`src/rtl/poly6_sdiv_32s_16s_32_seq_if.sv`:
```
// Handshake and operand/result bundle for the poly6 sequential signed divider.
// Signals: ap_start/ap_ready/ap_idle/ap_done control, din0/din1 in, dout_quot/dout_rem/div_by_zero out.
interface poly6_sdiv_32s_16s_32_seq_if #(
    parameter int DIVIDEND_WIDTH = 32,
    parameter int DIVISOR_WIDTH  = 16
);
    logic                      ap_start;
    logic                      ap_ready;
    logic                      ap_idle;
    logic                      ap_done;
    logic [DIVIDEND_WIDTH-1:0] din0;
    logic [DIVISOR_WIDTH-1:0]  din1;
    logic [DIVIDEND_WIDTH-1:0] dout_quot;
    logic [DIVISOR_WIDTH-1:0]  dout_rem;
    logic                      div_by_zero;

    modport master (
        output ap_start,
        output din0,
        output din1,
        input  ap_ready,
        input  ap_idle,
        input  ap_done,
        input  dout_quot,
        input  dout_rem,
        input  div_by_zero
    );

    modport slave (
        input  ap_start,
        input  din0,
        input  din1,
        output ap_ready,
        output ap_idle,
        output ap_done,
        output dout_quot,
        output dout_rem,
        output div_by_zero
    );
endinterface

```
`src/rtl/poly6_sdiv_32s_16s_32_seq.sv`:
```
// Multi-cycle signed divider (C truncating): one restoring step per cycle.
// Ports: ap_clk, ap_rst (sync, active-high), bus (slave: start/ready/idle/done, din0/din1, quot/rem/div_by_zero).
module poly6_sdiv_32s_16s_32_seq #(
    parameter int DIVIDEND_WIDTH = 32,
    parameter int DIVISOR_WIDTH  = 16
) (
    input  logic                          ap_clk,
    input  logic                          ap_rst,
    poly6_sdiv_32s_16s_32_seq_if.slave    bus
);
    localparam int DW = DIVIDEND_WIDTH;
    localparam int VW = DIVISOR_WIDTH;
    localparam int CW = $clog2(DW + 1);

    typedef enum logic [1:0] {
        S_IDLE,
        S_CALC,
        S_FIX,
        S_DONE
    } state_t;

    state_t state;
    state_t state_nx;

    logic [CW-1:0] cnt;
    // Dividend magnitude; quotient bits shift in from the bottom as
    // dividend bits leave the top, so after DW steps it holds |quot|.
    logic [DW-1:0] dvd;
    logic [VW-1:0] dsr;
    logic [VW:0]   prem;
    logic [VW-1:0] din0_lo;
    logic          sign_a;
    logic          sign_b;
    logic          zero_b;

    logic [DW-1:0] a_mag;
    logic [VW-1:0] b_mag;
    logic [VW+1:0] trial;
    logic          ge;
    logic [DW-1:0] q_fix;
    logic [VW-1:0] r_fix;

    always_comb begin
        a_mag = bus.din0[DW-1] ? (DW'(0) - bus.din0) : bus.din0;
        b_mag = bus.din1[VW-1] ? (VW'(0) - bus.din1) : bus.din1;
    end

    // Both operands stay below 2^(VW+1), so bit VW+1 of the
    // difference is the borrow of the trial subtraction.
    always_comb begin
        trial = {prem, dvd[DW-1]} - {2'b00, dsr};
        ge    = ~trial[VW+1];
    end

    always_comb begin
        q_fix = (sign_a ^ sign_b) ? (DW'(0) - dvd) : dvd;
        r_fix = sign_a ? (VW'(0) - prem[VW-1:0]) : prem[VW-1:0];
        if (zero_b) begin
            q_fix = '1;
            r_fix = din0_lo;
        end
    end

    always_ff @(posedge ap_clk) begin
        if (ap_rst) begin
            state <= S_IDLE;
        end else begin
            state <= state_nx;
        end
    end

    always_comb begin
        state_nx     = state;
        bus.ap_idle  = 1'b0;
        bus.ap_ready = 1'b0;
        unique case (state)
            S_IDLE: begin
                bus.ap_idle  = 1'b1;
                bus.ap_ready = bus.ap_start;
                if (bus.ap_start) begin
                    state_nx = S_CALC;
                end
            end
            S_CALC: begin
                if (cnt == CW'(1)) begin
                    state_nx = S_FIX;
                end
            end
            S_FIX: begin
                state_nx = S_DONE;
            end
            S_DONE: begin
                state_nx = S_IDLE;
            end
            default: begin
                state_nx = S_IDLE;
            end
        endcase
    end

    always_ff @(posedge ap_clk) begin
        if (ap_rst) begin
            cnt             <= '0;
            dvd             <= '0;
            dsr             <= '0;
            prem            <= '0;
            din0_lo         <= '0;
            sign_a          <= 1'b0;
            sign_b          <= 1'b0;
            zero_b          <= 1'b0;
            bus.ap_done     <= 1'b0;
            bus.dout_quot   <= '0;
            bus.dout_rem    <= '0;
            bus.div_by_zero <= 1'b0;
        end else begin
            bus.ap_done <= (state == S_FIX);
            unique case (state)
                S_IDLE: begin
                    if (bus.ap_start) begin
                        cnt     <= CW'(DW);
                        dvd     <= a_mag;
                        dsr     <= b_mag;
                        prem    <= '0;
                        din0_lo <= bus.din0[VW-1:0];
                        sign_a  <= bus.din0[DW-1];
                        sign_b  <= bus.din1[VW-1];
                        zero_b  <= (bus.din1 == '0);
                    end
                end
                S_CALC: begin
                    cnt  <= cnt - CW'(1);
                    dvd  <= {dvd[DW-2:0], ge};
                    prem <= ge ? trial[VW:0]
                               : {prem[VW-1:0], dvd[DW-1]};
                end
                S_FIX: begin
                    bus.dout_quot   <= q_fix;
                    bus.dout_rem    <= r_fix;
                    bus.div_by_zero <= zero_b;
                end
                S_DONE: begin
                end
                default: begin
                end
            endcase
        end
    end
endmodule

```
`src/flat_wrapper.sv`:
```
// flat-port wrapper written by rule: the top's interface ports become plain ports
module poly6_sdiv_32s_16s_32_seq_flat 
#(
    parameter int DIVIDEND_WIDTH = 32,
    parameter int DIVISOR_WIDTH  = 16
)
  (ap_clk, ap_rst, bus_ap_start, bus_din0, bus_din1, bus_ap_ready, bus_ap_idle, bus_ap_done, bus_dout_quot, bus_dout_rem, bus_div_by_zero);
  poly6_sdiv_32s_16s_32_seq_if #(.DIVIDEND_WIDTH(DIVIDEND_WIDTH), .DIVISOR_WIDTH(DIVISOR_WIDTH)) bus_i ();
  input  logic ap_clk;
  input  logic ap_rst;
  input wire logic [$bits(bus_i.ap_start)-1:0] bus_ap_start;
  input wire logic [$bits(bus_i.din0)-1:0] bus_din0;
  input wire logic [$bits(bus_i.din1)-1:0] bus_din1;
  output wire logic [$bits(bus_i.ap_ready)-1:0] bus_ap_ready;
  output wire logic [$bits(bus_i.ap_idle)-1:0] bus_ap_idle;
  output wire logic [$bits(bus_i.ap_done)-1:0] bus_ap_done;
  output wire logic [$bits(bus_i.dout_quot)-1:0] bus_dout_quot;
  output wire logic [$bits(bus_i.dout_rem)-1:0] bus_dout_rem;
  output wire logic [$bits(bus_i.div_by_zero)-1:0] bus_div_by_zero;
  assign bus_i.ap_start = bus_ap_start;
  assign bus_i.din0 = bus_din0;
  assign bus_i.din1 = bus_din1;
  assign bus_ap_ready = bus_i.ap_ready;
  assign bus_ap_idle = bus_i.ap_idle;
  assign bus_ap_done = bus_i.ap_done;
  assign bus_dout_quot = bus_i.dout_quot;
  assign bus_dout_rem = bus_i.dout_rem;
  assign bus_div_by_zero = bus_i.div_by_zero;
  poly6_sdiv_32s_16s_32_seq #(.DIVIDEND_WIDTH(DIVIDEND_WIDTH), .DIVISOR_WIDTH(DIVISOR_WIDTH)) u_core (.ap_clk(ap_clk), .ap_rst(ap_rst), .bus(bus_i));
endmodule
```
`config.mk`:
```
export PLATFORM = sky130hd
export DESIGN_NAME = poly6_sdiv_32s_16s_32_seq_flat
export DESIGN_NICKNAME = d
export VERILOG_FILES = /design/src/rtl/poly6_sdiv_32s_16s_32_seq_if.sv /design/src/rtl/poly6_sdiv_32s_16s_32_seq.sv /design/src/flat_wrapper.sv
export SDC_FILE = /design/constraint.sdc
export NUM_CORES = 1
export LEC_CHECK = 0
export CORE_MARGIN = 2
export CORE_UTILIZATION = 55
export DETAILED_ROUTE_END_ITERATION = 6
export PLACE_DENSITY = 0.79
export SLEW_MARGIN = 10
export SYNTH_ARGS = -nofsm -noshare
export SYNTH_HDL_FRONTEND = slang
export SYNTH_SLANG_ARGS = --single-unit
```
`constraint.sdc`:
```
create_clock -name ap_clk -period 8.1 [get_ports ap_clk]
set_input_delay 1.62 -clock ap_clk [delete_from_list [all_inputs] [get_ports ap_clk]]
set_output_delay 1.62 -clock ap_clk [all_outputs]
set_load 0.02 [all_outputs]
```
==> run_results.csv <==
group,metric,value,unit
cts,post-cts-setup-buffers,0,
worst_setup_path,r2r_end,"u_core.prem[6]",
synth,yosys_warnings,0,
sta,fin_worst_skew,6.70,ps
detailed_routing,vias,7839,
floorplanning,boundaryPins,103,
cells_and_area,drive_gt1_share,5.14,%
sta,timing.final.crit_share,58.7,%
cts,insertion_delay_to_the_later_sink_of_the_worst_skew_pair,430,ps
floorplanning,effective_utilization_at_floorplan,56.9,%
sta,final.setup.worst_slack,3350,ps
pwr,total_leakage_power,3.62,nW
worst_setup_path,worst-endpoint-required,6480,ps
synth,post_synth_and_or_nand_nor_area_fraction,21.4,%
pwr,power.density,355,nW/um2
grt,grt_first_pass_wirelength,36.0,mm
synth,synth.lib_cells_used.distinct,57,
sta,fmax,210,MHz
cts,holdBufCountCts,0,
worst_setup_path,timing.rr.start,"u_core.prem[5]",
worst_setup_path,worst_setup_path_start_kind,"primary input",
worst_setup_path,reg2regPathDepth,8,
pwr,power.net_switching,1.49,mW
status,outcome,"completed",
pwr,share_clk_of_total_power,23.8,%
pwr,p_total,3.57,mW
sta,finalSetupViolations,0,
placed_design,dpl_worst_slack,3360,ps
synth,post_synthesis_async_set_or_reset_flop_share,0,%
synth,synth_top_family_by_area,"compound AO/OA/AOI/OAI gates",
synth,synth_area_per_cell,7.78,um2
sta,number_of_endpoints_with_negative_hold_slack_in_the_final_report,0,
pwr,power.share.sequential,29.7,%
floorplanning,core,14600,um2
synth,postSynth.topFlopCell,"sky130_fd_sc_hd__dfxtp_1",
min_path,whs_path_depth,2,
grt,grt_pass1_vias,7226,
detailed_routing,routed_wire_length_per_instance,16.3,um
min_path,hold_path_end,"u_core.din0_lo[8]",
placed_design,routabilityCongestion,0.914,
worst_setup_path,critical_path_class,"in -> out",
grt,globalRouteOverflowTotal,0,
detailed_routing,antenna_violating_nets_post_route,0,
synth,synth-edff-count,0,
synth,post_synth_fa_ha_maj_area_fraction,4.00,%
worst_setup_path,worst-r2r-setup-slack,4920,ps
sta,unrepaired_setup_endpoints_after_global_routing,"false",
detailed_routing,drt-initial-drc-count,769,
cts,cts_max_level,4,
detailed_routing,finalWirelength,21.7,mm
pwr,ir_worst_vdd,0.193,mV
cts,tritoncts.num_buffers,17,
grt,number_of_antenna_violations_at_the_first_check_in_global_routing,1,
pwr,power_report.internal_total,2.08,mW
placed_design,placement.io_buffers,102,
floorplanning,std_cell_rows,44,
cells_and_area,finish.net_count,1212,
pwr,p_sw_share,41.7,%
worst_setup_path,critical_path.endpoint_type,"output pin",
worst_setup_path,cp_max_fo,32,
min_path,hold_path_class,"reg -> reg",
sta,worst_slew_margin_rel,18.6,%
cts,clock_tree_from_tritoncts,"yes",
pwr,comb_power_share,46.5,%
placed_design,detailedPlacementHpwl,15.6,mm
sta,timing_max_transition_violations_final,0,
detailed_routing,detail_route.drc_violations,0,
detailed_routing,routed_via_density,5.88,
worst_setup_path,cp.arrival,3130,ps
grt,grt_use_total,27.4,%
synth,ys_ff_latch,142,
floorplanning,die_height,127,um
cts,cts_buffer_depth,2,
min_path,hp-start,"u_core.din0_lo[8]",
cells_and_area,areaGrowthSynthToFinish,20.8,%
detailed_routing,dr.pass1.iters,5,
synth,synth-xor-area-share,10.5,%
cts,cts_resized,0,
synth,synthCells,1070,
floorplanning,area_enclosed_by_the_die_boundary,16100,um2
job,cap_violations,0,
grt,grt_max_degree,72,
cts,path_clk_slew,60,ps
sta,max_slew.worst_pin.slew,1210,ps
floorplanning,chipWidth,127,um
sta,period_needed,4750,ps
sta,setup_tns,0,ps
synth,synth_sequential_area_ratio,34.1,%
cts,cts_root_buffer,"sky130_fd_sc_hd__clkbuf_16",
cts,cts_num_sinks,142,
synth,synth-compound-area-share,22.9,%
synth,mappedNetlistNets,1147,
synth,syn-cell-area,8330,um2
synth,share_of_cell_area_taken_by_muxes_after_synthesis,2.42,%
## per-layer routing
layer,global-route usage [%],vias to the layer above,part of all wire [%]
met1,37.0,3608,46
met5,0,-,0
met3,4.52,48,5.6
met4,10.1,0,2.1
li1,-,3933,-
met2,44.5,250,46
## cell families after synthesis
group / Yosys count
compound gates: 292
xor+xnor: 100
fa+ha+maj: 26
buf+inv: 102
flops: 142
mux: 20
simple gates: 388
## registers in the layout, indices dropped and copies added (netlist names)
signal / count
u_core.bus.ap_done: 1
u_core.bus.div_by_zero: 1
u_core.bus.dout_quot: 32
u_core.bus.dout_rem: 16
u_core.cnt: 6
u_core.din0_lo: 16
u_core.dsr: 16
u_core.dvd: 32
u_core.prem: 17
u_core.sign_a: 1
u_core.sign_b: 1
u_core.state: 2
u_core.zero_b: 1
## power by group through the flow
stage / Sequential [mW] / Clock (mW) / Combinational [mW]
global route: 1.08 / 0.886 / 1.83
floorplan: 1.09 / 0 / 1.16
CTS: 1.06 / 0.854 / 1.65
detailed placement: 1.07 / 0 / 1.64
finish: 1.06 / 0.849 / 1.66
global placement: 1.06 / 0 / 1.61
## layout make-up
class,count,area (um2)
Sequential cell,142,2840
Antenna cell,1,2.50
Tap cell,184,230
Timing Repair Buffer,114,1110
Fill cell,1261,4590
Clock buffer,20,457
Clock inverter,12,180
Inverter,34,128
Multi-Input combinational cell,826,5100
## worst max-delay path by stage
stage,cells after the start,slack [ps],from,to
after floorplan,4,3990,bus_ap_start,bus_ap_ready
after global placement,5,3350,bus_ap_start,bus_ap_ready
after detailed placement,5,3360,bus_ap_start,bus_ap_ready
after CTS,5,3350,bus_ap_start,bus_ap_ready
after global routing,5,3280,bus_ap_start,bus_ap_ready
final,5,3350,bus_ap_start,bus_ap_ready
## synth_stat cells, types with 9 or more instances
master	instances	share of area [%]
sky130_fd_sc_hd__ha_1	25	3.8
sky130_fd_sc_hd__nand2b_1	13	0.98
sky130_fd_sc_hd__dfxtp_1	142	34
sky130_fd_sc_hd__nand4_1	13	0.98
sky130_fd_sc_hd__o41ai_1	11	1.2
sky130_fd_sc_hd__o21ai_0	37	2.2
sky130_fd_sc_hd__o211ai_1	19	1.7
sky130_fd_sc_hd__inv_1	34	1.5
sky130_fd_sc_hd__nand2_1	157	7.1
sky130_fd_sc_hd__mux2i_1	19	2.3
sky130_fd_sc_hd__xor2_1	56	5.9
sky130_fd_sc_hd__o21ai_1	26	1.6
sky130_fd_sc_hd__nand3_1	14	0.84
sky130_fd_sc_hd__a21oi_1	78	4.7
sky130_fd_sc_hd__a211oi_1	47	4.2
sky130_fd_sc_hd__or3_1	15	1.1
sky130_fd_sc_hd__xnor2_1	44	4.6
sky130_fd_sc_hd__clkbuf_1	61	2.8
sky130_fd_sc_hd__o31ai_1	18	1.6
sky130_fd_sc_hd__nor2_1	115	5.2
sky130_fd_sc_hd__a31oi_1	9	0.68
sky130_fd_sc_hd__or4_1	10	0.90
sky130_fd_sc_hd__nor2b_1	9	0.68
sky130_fd_sc_hd__nor3_1	14	0.84
## layout by cell type (no fill, tap or decap), types with 6 or more instances in the layout
cell type,count
sky130_fd_sc_hd__clkbuf_16,17
sky130_fd_sc_hd__or4_1,10
sky130_fd_sc_hd__ha_1,24
sky130_fd_sc_hd__o41ai_1,11
sky130_fd_sc_hd__o21ai_1,26
sky130_fd_sc_hd__nor2_1,114
sky130_fd_sc_hd__o31ai_1,18
sky130_fd_sc_hd__a21o_1,6
sky130_fd_sc_hd__inv_1,34
sky130_fd_sc_hd__and3_1,6
sky130_fd_sc_hd__nor3_1,14
sky130_fd_sc_hd__a211oi_1,47
sky130_fd_sc_hd__buf_4,13
sky130_fd_sc_hd__or3_1,15
sky130_fd_sc_hd__xor2_1,56
sky130_fd_sc_hd__o21a_1,6
sky130_fd_sc_hd__o211ai_1,19
sky130_fd_sc_hd__clkdlybuf4s50_1,101
sky130_fd_sc_hd__o21ai_0,37
sky130_fd_sc_hd__nor4_1,7
sky130_fd_sc_hd__a21oi_1,78
sky130_fd_sc_hd__nand3_1,14
sky130_fd_sc_hd__xnor2_1,44
sky130_fd_sc_hd__nor2b_1,8
sky130_fd_sc_hd__mux2i_1,19
sky130_fd_sc_hd__nand4_1,13
sky130_fd_sc_hd__a221oi_1,8
sky130_fd_sc_hd__a31oi_1,9
sky130_fd_sc_hd__nand2b_1,13
sky130_fd_sc_hd__nand2_1,157
sky130_fd_sc_hd__dfxtp_1,142
## per-stage QoR
step	hold slack (ps)	area [um2]	std cells	utilization, %
CTS	455	10000	1332	68.6
global route	477	10100	1332	68.6
finish	458	10100	1333	68.7
global placement	444	9410	1300	64.3
floorplan	436	8330	1070	-
detailed placement	447	9410	1300	64.3
## critical path: stages
cell and delay [ps]:
sky130_fd_sc_hd__clkdlybuf4s50_1 470, sky130_fd_sc_hd__nand2_1 50, sky130_fd_sc_hd__buf_4 260, sky130_fd_sc_hd__inv_1 110, sky130_fd_sc_hd__clkdlybuf4s50_1 610
(Power assumes the default switching activity.)
